===== config.mk =====
export PLATFORM = sky130hd
export DESIGN_NAME = midi_tx_flat
export DESIGN_NICKNAME = d
export VERILOG_FILES = /design/src/rtl/midi_tx_if.sv /design/src/rtl/midi_tx.sv /design/src/flat_wrapper.sv
export SDC_FILE = /design/constraint.sdc
export NUM_CORES = 1
export LEC_CHECK = 0
export BUFFER_PORTS_ARGS = -buffer_cell sky130_fd_sc_hd__buf_2
export CAP_MARGIN = 20
export CORE_AREA = 8 8 81 83
export CTS_CLUSTER_DIAMETER = 50
export DETAILED_ROUTE_END_ITERATION = 8
export DIE_AREA = 0 0 89 91
export PLACE_DENSITY = 0.69
export SKIP_CTS_REPAIR_TIMING = 1
export SLEW_MARGIN = 20
export SYNTH_ARGS = -nofsm -noshare
export SYNTH_HDL_FRONTEND = slang
export SYNTH_SLANG_ARGS = --single-unit

===== constraint.sdc =====
create_clock -name clk -period 2.3 [get_ports clk]
set_input_delay 0.46 -clock clk [delete_from_list [all_inputs] [get_ports clk]]
set_output_delay 0.46 -clock clk [all_outputs]
set_load 0.02 [all_outputs]

===== src/rtl/midi_tx_if.sv =====
`timescale 1ns/1ps
`default_nettype none
// ============================================================================
//  Module      : midi_tx_if
//  Description : Event handshake bundle between voice/sequencer logic and the
//                MIDI serializer. The master presents one MIDI event and holds
//                midi_event_valid until the slave returns a one-cycle
//                midi_event_ack.
//  Signals     : midi_command      [7:0]  MIDI status byte
//                midi_parameter_1  [6:0]  first data byte
//                midi_parameter_2  [6:0]  second data byte
//                midi_event_valid         event on the bus is valid
//                midi_event_ack           event consumed (sent or dropped)
//  Revision    : 1.0 - initial release
// ============================================================================
interface midi_tx_if;
    logic [7:0] midi_command;
    logic [6:0] midi_parameter_1;
    logic [6:0] midi_parameter_2;
    logic       midi_event_valid;
    logic       midi_event_ack;

    modport master (
        output midi_command,
        output midi_parameter_1,
        output midi_parameter_2,
        output midi_event_valid,
        input  midi_event_ack
    );

    modport slave (
        input  midi_command,
        input  midi_parameter_1,
        input  midi_parameter_2,
        input  midi_event_valid,
        output midi_event_ack
    );
endinterface
`default_nettype wire


===== src/rtl/midi_tx.sv =====
`timescale 1ns/1ps
`default_nettype none
// ============================================================================
//  Module      : midi_tx
//  Description : MIDI event serializer. Takes one event per handshake,
//                expands it into a 2- or 3-byte MIDI message and sends it on
//                an 8N1 serial line (start bit, 8 data bits LSB first, stop
//                bit), every bit lasting CLOCK_FREQUENCY/BAUD_RATE clocks.
//                System-common / realtime commands (0xF_) and bytes with the
//                MSB clear are acknowledged but dropped.
//  Ports       : clk        system clock, rising edge
//                resetn     asynchronous active-low reset
//                evt_if     event handshake (midi_tx_if.slave)
//                serial_tx  MIDI OUT line, idle high
//                busy       transmitter occupied, no event accepted
//  Options     : MIDI_TX_RUNNING_STATUS_EN - when defined, a channel command
//                equal to the last one sent omits its status byte.
//  Revision    : 1.0 - initial release
// ============================================================================
module midi_tx #(
    parameter int CLOCK_FREQUENCY = 16000000,
    parameter int BAUD_RATE       = 31250
) (
    input  wire logic  clk,
    input  wire logic  resetn,
    midi_tx_if.slave   evt_if,
    output logic       serial_tx,
    output logic       busy
);

    localparam int c_div   = CLOCK_FREQUENCY / BAUD_RATE;
    localparam int c_cnt_w = (c_div > 1) ? $clog2(c_div) : 1;
    localparam logic [c_cnt_w-1:0] c_cnt_max = c_cnt_w'(c_div - 1);

    typedef enum logic [1:0] {
        S_IDLE  = 2'd0,
        S_START = 2'd1,
        S_DATA  = 2'd2,
        S_STOP  = 2'd3
    } state_t;

    state_t             r_state;
    state_t             w_state_nxt;
    logic [c_cnt_w-1:0] r_baud;
    logic [c_cnt_w-1:0] w_baud_nxt;
    logic [2:0]         r_bit;
    logic [2:0]         w_bit_nxt;
    logic [1:0]         r_byte;      // index of the byte on the line
    logic [1:0]         w_byte_nxt;
    logic [1:0]         r_last;      // index of the final byte of the message
    logic [7:0]         r_msg0;
    logic [7:0]         r_msg1;
    logic [7:0]         r_msg2;
    logic               r_ack;

    logic               w_accept;
    logic               w_drop;
    logic               w_two;
    logic               w_skip;
    logic               w_wrap;
    logic [7:0]         w_cur;

    // Classification works on the live inputs in the acceptance cycle, the
    // same cycle in which they are captured.
    assign w_accept = (r_state == S_IDLE) && evt_if.midi_event_valid;
    assign w_drop   = !evt_if.midi_command[7] || (evt_if.midi_command[7:4] == 4'hF);
    assign w_two    = (evt_if.midi_command[7:4] == 4'hC) ||
                      (evt_if.midi_command[7:4] == 4'hD);
    assign w_wrap   = (r_baud == c_cnt_max);

`ifdef MIDI_TX_RUNNING_STATUS_EN
    logic [7:0] r_last_status;

    // last_status only ever holds a channel command or 0x00, so an equal
    // compare is enough to recognise a repeat of a sendable command.
    assign w_skip = (evt_if.midi_command == r_last_status);

    always_ff @(posedge clk or negedge resetn) begin
        if (!resetn) begin
            r_last_status <= 8'h00;
        end else if (w_accept) begin
            r_last_status <= w_drop ? 8'h00 : evt_if.midi_command;
        end
    end
`else
    assign w_skip = 1'b0;
`endif

    // ------------------------------------------------------------------
    // State and counter registers
    // ------------------------------------------------------------------
    always_ff @(posedge clk or negedge resetn) begin
        if (!resetn) begin
            r_state <= S_IDLE;
            r_baud  <= '0;
            r_bit   <= 3'd0;
            r_byte  <= 2'd0;
        end else begin
            r_state <= w_state_nxt;
            r_baud  <= w_baud_nxt;
            r_bit   <= w_bit_nxt;
            r_byte  <= w_byte_nxt;
        end
    end

    // Event capture and acknowledge. Dropped events are acknowledged too.
    always_ff @(posedge clk or negedge resetn) begin
        if (!resetn) begin
            r_ack  <= 1'b0;
            r_last <= 2'd2;
            r_msg0 <= 8'h00;
            r_msg1 <= 8'h00;
            r_msg2 <= 8'h00;
        end else begin
            r_ack <= w_accept;
            if (w_accept) begin
                r_last <= w_two ? 2'd1 : 2'd2;
                r_msg0 <= evt_if.midi_command;
                r_msg1 <= {1'b0, evt_if.midi_parameter_1};
                r_msg2 <= {1'b0, evt_if.midi_parameter_2};
            end
        end
    end

    // ------------------------------------------------------------------
    // Next-state logic
    // ------------------------------------------------------------------
    always_comb begin
        w_state_nxt = r_state;
        w_baud_nxt  = r_baud;
        w_bit_nxt   = r_bit;
        w_byte_nxt  = r_byte;

        if (r_state != S_IDLE) begin
            w_baud_nxt = w_wrap ? '0 : r_baud + 1'b1;
        end

        case (r_state)
            S_IDLE: begin
                if (w_accept && !w_drop) begin
                    w_state_nxt = S_START;
                    w_baud_nxt  = '0;
                    w_bit_nxt   = 3'd0;
                    // Running status starts the message at the first data byte.
                    w_byte_nxt  = w_skip ? 2'd1 : 2'd0;
                end
            end
            S_START: begin
                if (w_wrap) begin
                    w_state_nxt = S_DATA;
                    w_bit_nxt   = 3'd0;
                end
            end
            S_DATA: begin
                if (w_wrap) begin
                    if (r_bit == 3'd7) begin
                        w_state_nxt = S_STOP;
                        w_bit_nxt   = 3'd0;
                    end else begin
                        w_bit_nxt   = r_bit + 3'd1;
                    end
                end
            end
            S_STOP: begin
                if (w_wrap) begin
                    if (r_byte == r_last) begin
                        w_state_nxt = S_IDLE;
                        w_byte_nxt  = 2'd0;
                    end else begin
                        // Next byte follows straight after the stop bit.
                        w_state_nxt = S_START;
                        w_byte_nxt  = r_byte + 2'd1;
                    end
                end
            end
            default: begin
                w_state_nxt = S_IDLE;
            end
        endcase
    end

    // ------------------------------------------------------------------
    // Outputs
    // ------------------------------------------------------------------
    always_comb begin
        case (r_byte)
            2'd0:    w_cur = r_msg0;
            2'd1:    w_cur = r_msg1;
            default: w_cur = r_msg2;
        endcase
    end

    // Decoded straight from the state register so that an asserted reset
    // returns the line high without waiting for a clock.
    always_comb begin
        serial_tx = 1'b1;
        case (r_state)
            S_START: serial_tx = 1'b0;
            S_DATA:  serial_tx = w_cur[r_bit];
            default: serial_tx = 1'b1;
        endcase
    end

    assign busy                  = (r_state != S_IDLE);
    assign evt_if.midi_event_ack = r_ack;

endmodule
`default_nettype wire


===== src/flat_wrapper.sv =====
// flat-port wrapper written by rule: the top's interface ports become plain ports
module midi_tx_flat 
#(
    parameter int CLOCK_FREQUENCY = 16000000,
    parameter int BAUD_RATE       = 31250
)
  (clk, resetn, serial_tx, busy, evt_if_midi_command, evt_if_midi_parameter_1, evt_if_midi_parameter_2, evt_if_midi_event_valid, evt_if_midi_event_ack);
  midi_tx_if evt_if_i ();
  input  wire logic clk;
  input  wire logic resetn;
  output logic serial_tx;
  output logic busy;
  input wire logic [$bits(evt_if_i.midi_command)-1:0] evt_if_midi_command;
  input wire logic [$bits(evt_if_i.midi_parameter_1)-1:0] evt_if_midi_parameter_1;
  input wire logic [$bits(evt_if_i.midi_parameter_2)-1:0] evt_if_midi_parameter_2;
  input wire logic [$bits(evt_if_i.midi_event_valid)-1:0] evt_if_midi_event_valid;
  output wire logic [$bits(evt_if_i.midi_event_ack)-1:0] evt_if_midi_event_ack;
  assign evt_if_i.midi_command = evt_if_midi_command;
  assign evt_if_i.midi_parameter_1 = evt_if_midi_parameter_1;
  assign evt_if_i.midi_parameter_2 = evt_if_midi_parameter_2;
  assign evt_if_i.midi_event_valid = evt_if_midi_event_valid;
  assign evt_if_midi_event_ack = evt_if_i.midi_event_ack;
  midi_tx #(.CLOCK_FREQUENCY(CLOCK_FREQUENCY), .BAUD_RATE(BAUD_RATE)) u_core (.clk(clk), .resetn(resetn), .evt_if(evt_if_i), .serial_tx(serial_tx), .busy(busy));
endmodule

==> impl_metrics.ini <==
[power_and_ir_drop]
p_per_area_nw_per_um2 = 1314
seq_power_share_pct = 38.0
switchingPower_uw = 1201
power_leakage_uw = 0.001151
p_clk_share_pct = 13.5
worst_ir_drop_vdd_mv = 0.6503
power.total_uw = 3303
p_int_uw = 2103
p_sw_share_pct = 36.35
pwr-share-comb_pct = 48.6

[timing]
drv_slew = 0
finalHoldViolations = 0
tns_ns = -0.2212
fin_ws_ns = -0.2212
fin_crit_ns = 2.521
worst_pin_slew_ns = 0.5134
slew-limit-headroom_pct = 65.77
fmax_mhz = 396.6
fin_worst_skew_ns = 0.01014
final-setup-viol-count = 1
period_share_pct = 109.6
grt_setup_unrepaired = true

[final_layout]
area_delta_synth_final_pct = 22.05
n_antenna_cell = 0
area.sequential_sq_um = 1027
finalNetCount = 262
multiInputGateArea_sq_um = 1023
drive_gt1_share_pct = 40.27
fill_cells = 531

[synth]
netlist.area_leader.share_pct = 48.60
syn_avg_cell_area_sq_um = 11.25
yosysWarnings = 0
synthCells = 183
synth_area_leader_cell = dfrtp_1
synth.distinct_cells = 36
synth_area_sq_um = 2059
yosysSeqAreaShare_pct = 49.88
syn_nets = 219
synth-seq-cells = 41
synth_top_cells_by_area = dfrtp_1 49%, mux2_2 13%, ha_1 6.7%

[setup_path]
crit_path_start = u_core.r_byte[0]$_DFFE_PN0P_
reg2reg_slack_ns = 0.13
crit_fanout = 4
start_kind = flop
worstReg2RegStart = u_core.r_baud[0]$_DFF_PN0_
path_cells = inv_2 > ha_4 > or3b_1 > a221o_1 > o311ai_2 > a41o_1 > buf_6
path_delay_family = compound AO/OA/AOI/OAI gates
cp_slowest_cell = dfrtp_1
crit_buf_inv = 2
endpoint = serial_tx
critPathKind = flop to primary output
worst_setup_path_end_kind = primary output
r2r_cells = 8
r2r_end = u_core.r_bit[0]$_DFFE_PN0P_
critical_path_arrival_ns = 2.06
worstSetupPathDepth = 7
max_stage_delay_ns = 0.43
required_ns = 1.84

[drt]
drtAntennaViolNets = 0
routed_wl_um = 4127
wire_per_inst_um = 13.85
first_pass_iters = 4
drc = 0
first_iter_violations = 39
vias_per_cell = 5.054
num_vias = 1506

[cts]
cts_root_buf = clkbuf_8
cts_tree = yes
clockBufferDepth = 2
htree_levels = 2
clock_sinks = 41
clk_pin_slew_ns = 0.08
insertion_delay_ns = 0.29
cts_buffers = 5

[floorplanning]
die_width_um = 89
initial_core_util_pct = 38.58
fp.dieH_um = 91
die-area_sq_um = 8099
core_sq_um = 5338
rows = 27
io_pins = 28

[global_route]
track_usage_pct = 11.22
grt_max_degree = 42
grt_pass1_wl_um = 7314
gr-total-overflow = 0
grt_pass1_vias = 1619
antenna_found_initial = 0

[outcome]
status = complete, but fails checks
violations = negative setup slack

[place]
hpwl_um = 3063
place_congestion = 0.7727
io_buffers = 27

[job]
max-cap-violations = 0

[min_path]
worst_hold_path_type = input pin to asynchronous set/reset pin
kinds of logic (layout without fill, tap and decap cells):
family          after synthesis  in the layout  synth area share [%]
simple gates                 44             44                 9.903
compound gates               43             43                 14.89
flops                        41             41                 49.88
mux                          26             26                 14.09
buf+inv                      15             58                 3.280
fa+ha+maj                    11             11                 6.683
xor+xnor                      3              3                 1.276
power groups by stage:
stage	clock, uW	sequential [uW]	combinational (uW)
floorplan	0	1190	1100
CTS	468	1240	1490
global route	494	1290	1780
detailed placement	0	1250	1480
global placement	0	1240	1460
finish	446	1250	1600
cells in the final DEF (no fill, tap or decap), types with 3 or more instances in the layout:
cell type	Yosys	routed
nor3_1	3	3
a22o_2	6	6
ha_1	11	8
nor4_1	3	3
a31oi_1	3	3
mux2_2	24	24
xnor2_1	3	3
buf_4	0	14
nand2_1	12	12
o21ai_0	14	13
nor2_1	15	15
inv_1	9	7
buf_2	3	26
a211oi_1	6	3
clkbuf_8	0	5
a211oi_2	0	3
and3_1	4	4
dfrtp_1	40	40
cell type report:
class / instances / share of cell area (%)
sequential: 41 / 40.87
multi-input combinational: 127 / 40.72
timing repair buffer: 42 / 10.25
tap: 72 / 3.584
clock buffer: 6 / 2.887
inverter: 9 / 1.344
clock inverter: 1 / 0.3484
stage by stage:
stage          area [sq um]  hold slack [ns]  cells  utilization, %  setup WS, ns
2_1_floorplan          2059           0.1644    183               -       0.01753
3_3_place_gp           2364           0.4857    291           44.28       0.02223
3_5_place_dp           2364           0.4908    291           44.28    -0.0004652
4_1_cts                2445           0.2344    298           45.80       -0.3266
5_1_grt                2514           0.2692    298           47.09       -0.3138
6_report               2514           0.2201    298           47.09       -0.2212
metal layers:
layer / up-vias / global-route usage [%] / routed length (um)
li1: 750 / - / -
met1: 721 / 13.14 / 1888
met2: 30 / 18.55 / 2002
met3: 5 / 3.514 / 172
met4: 0 / 4.161 / 63
met5: - / 0 / 0
flip-flops by register name (all words and copies together) (netlist names):
| name | count |
|---|---|
| u_core.r_state | 2 |
| u_core.r_byte | 2 |
| u_core.r_msg1 | 7 |
| u_core.r_last | 2 |
| u_core.r_msg0 | 8 |
| u_core.evt_if.midi_event_ack | 1 |
| u_core.r_baud | 9 |
| u_core.r_msg2 | 7 |
| u_core.r_bit | 3 |
worst min path at each step:
stage / start / endpoint / slack (ns)
2_1_floorplan: resetn / u_core.evt_if.midi_event_ack$_DFF_PN0_ / 0.16
3_3_place_gp: u_core.r_last[0]$_DFFE_PN0P_ / u_core.r_last[0]$_DFFE_PN0P_ / 0.49
5_1_grt: resetn / u_core.r_bit[0]$_DFFE_PN0P_ / 0.27
3_5_place_dp: u_core.r_last[0]$_DFFE_PN0P_ / u_core.r_last[0]$_DFFE_PN0P_ / 0.49
4_1_cts: resetn / u_core.r_baud[8]$_DFF_PN0_ / 0.23
6_report: resetn / u_core.r_baud[8]$_DFF_PN0_ / 0.22
worst reg2reg max path, stage by stage (launching register included):
cell and delay (ns):
dfrtp_1 0.39, ha_1 0.23, and3_1 0.20, and3_1 0.18
and3_1 0.18, ha_2 0.20, o22ai_1 0.19, or2_2 0.17
mux2_2 0.32
synthesized netlist by cell type:
library cell	instances
buf_6	1
o31ai_1	2
a221oi_1	1
nor4_1	3
o21ai_0	14
mux2_2	24
a211oi_1	6
a31oi_1	3
a221o_1	1
dfrtp_1	40
o22ai_1	1
nand3_1	2
mux2i_1	2
o21bai_1	1
ha_1	11
a22o_1	2
nor2b_1	1
a21boi_0	1
a22o_2	6
a21oi_1	1
clkbuf_1	2
xnor2_1	3
nor3_1	3
or2_2	2
nand2b_1	1
dfstp_2	1
nand2_1	12
o311ai_1	1
a21o_1	1
buf_2	3
nor2_1	15
o41ai_1	1
or3b_1	1
and3_1	4
inv_1	9
a41o_1	1
(Power assumes the default switching activity.)
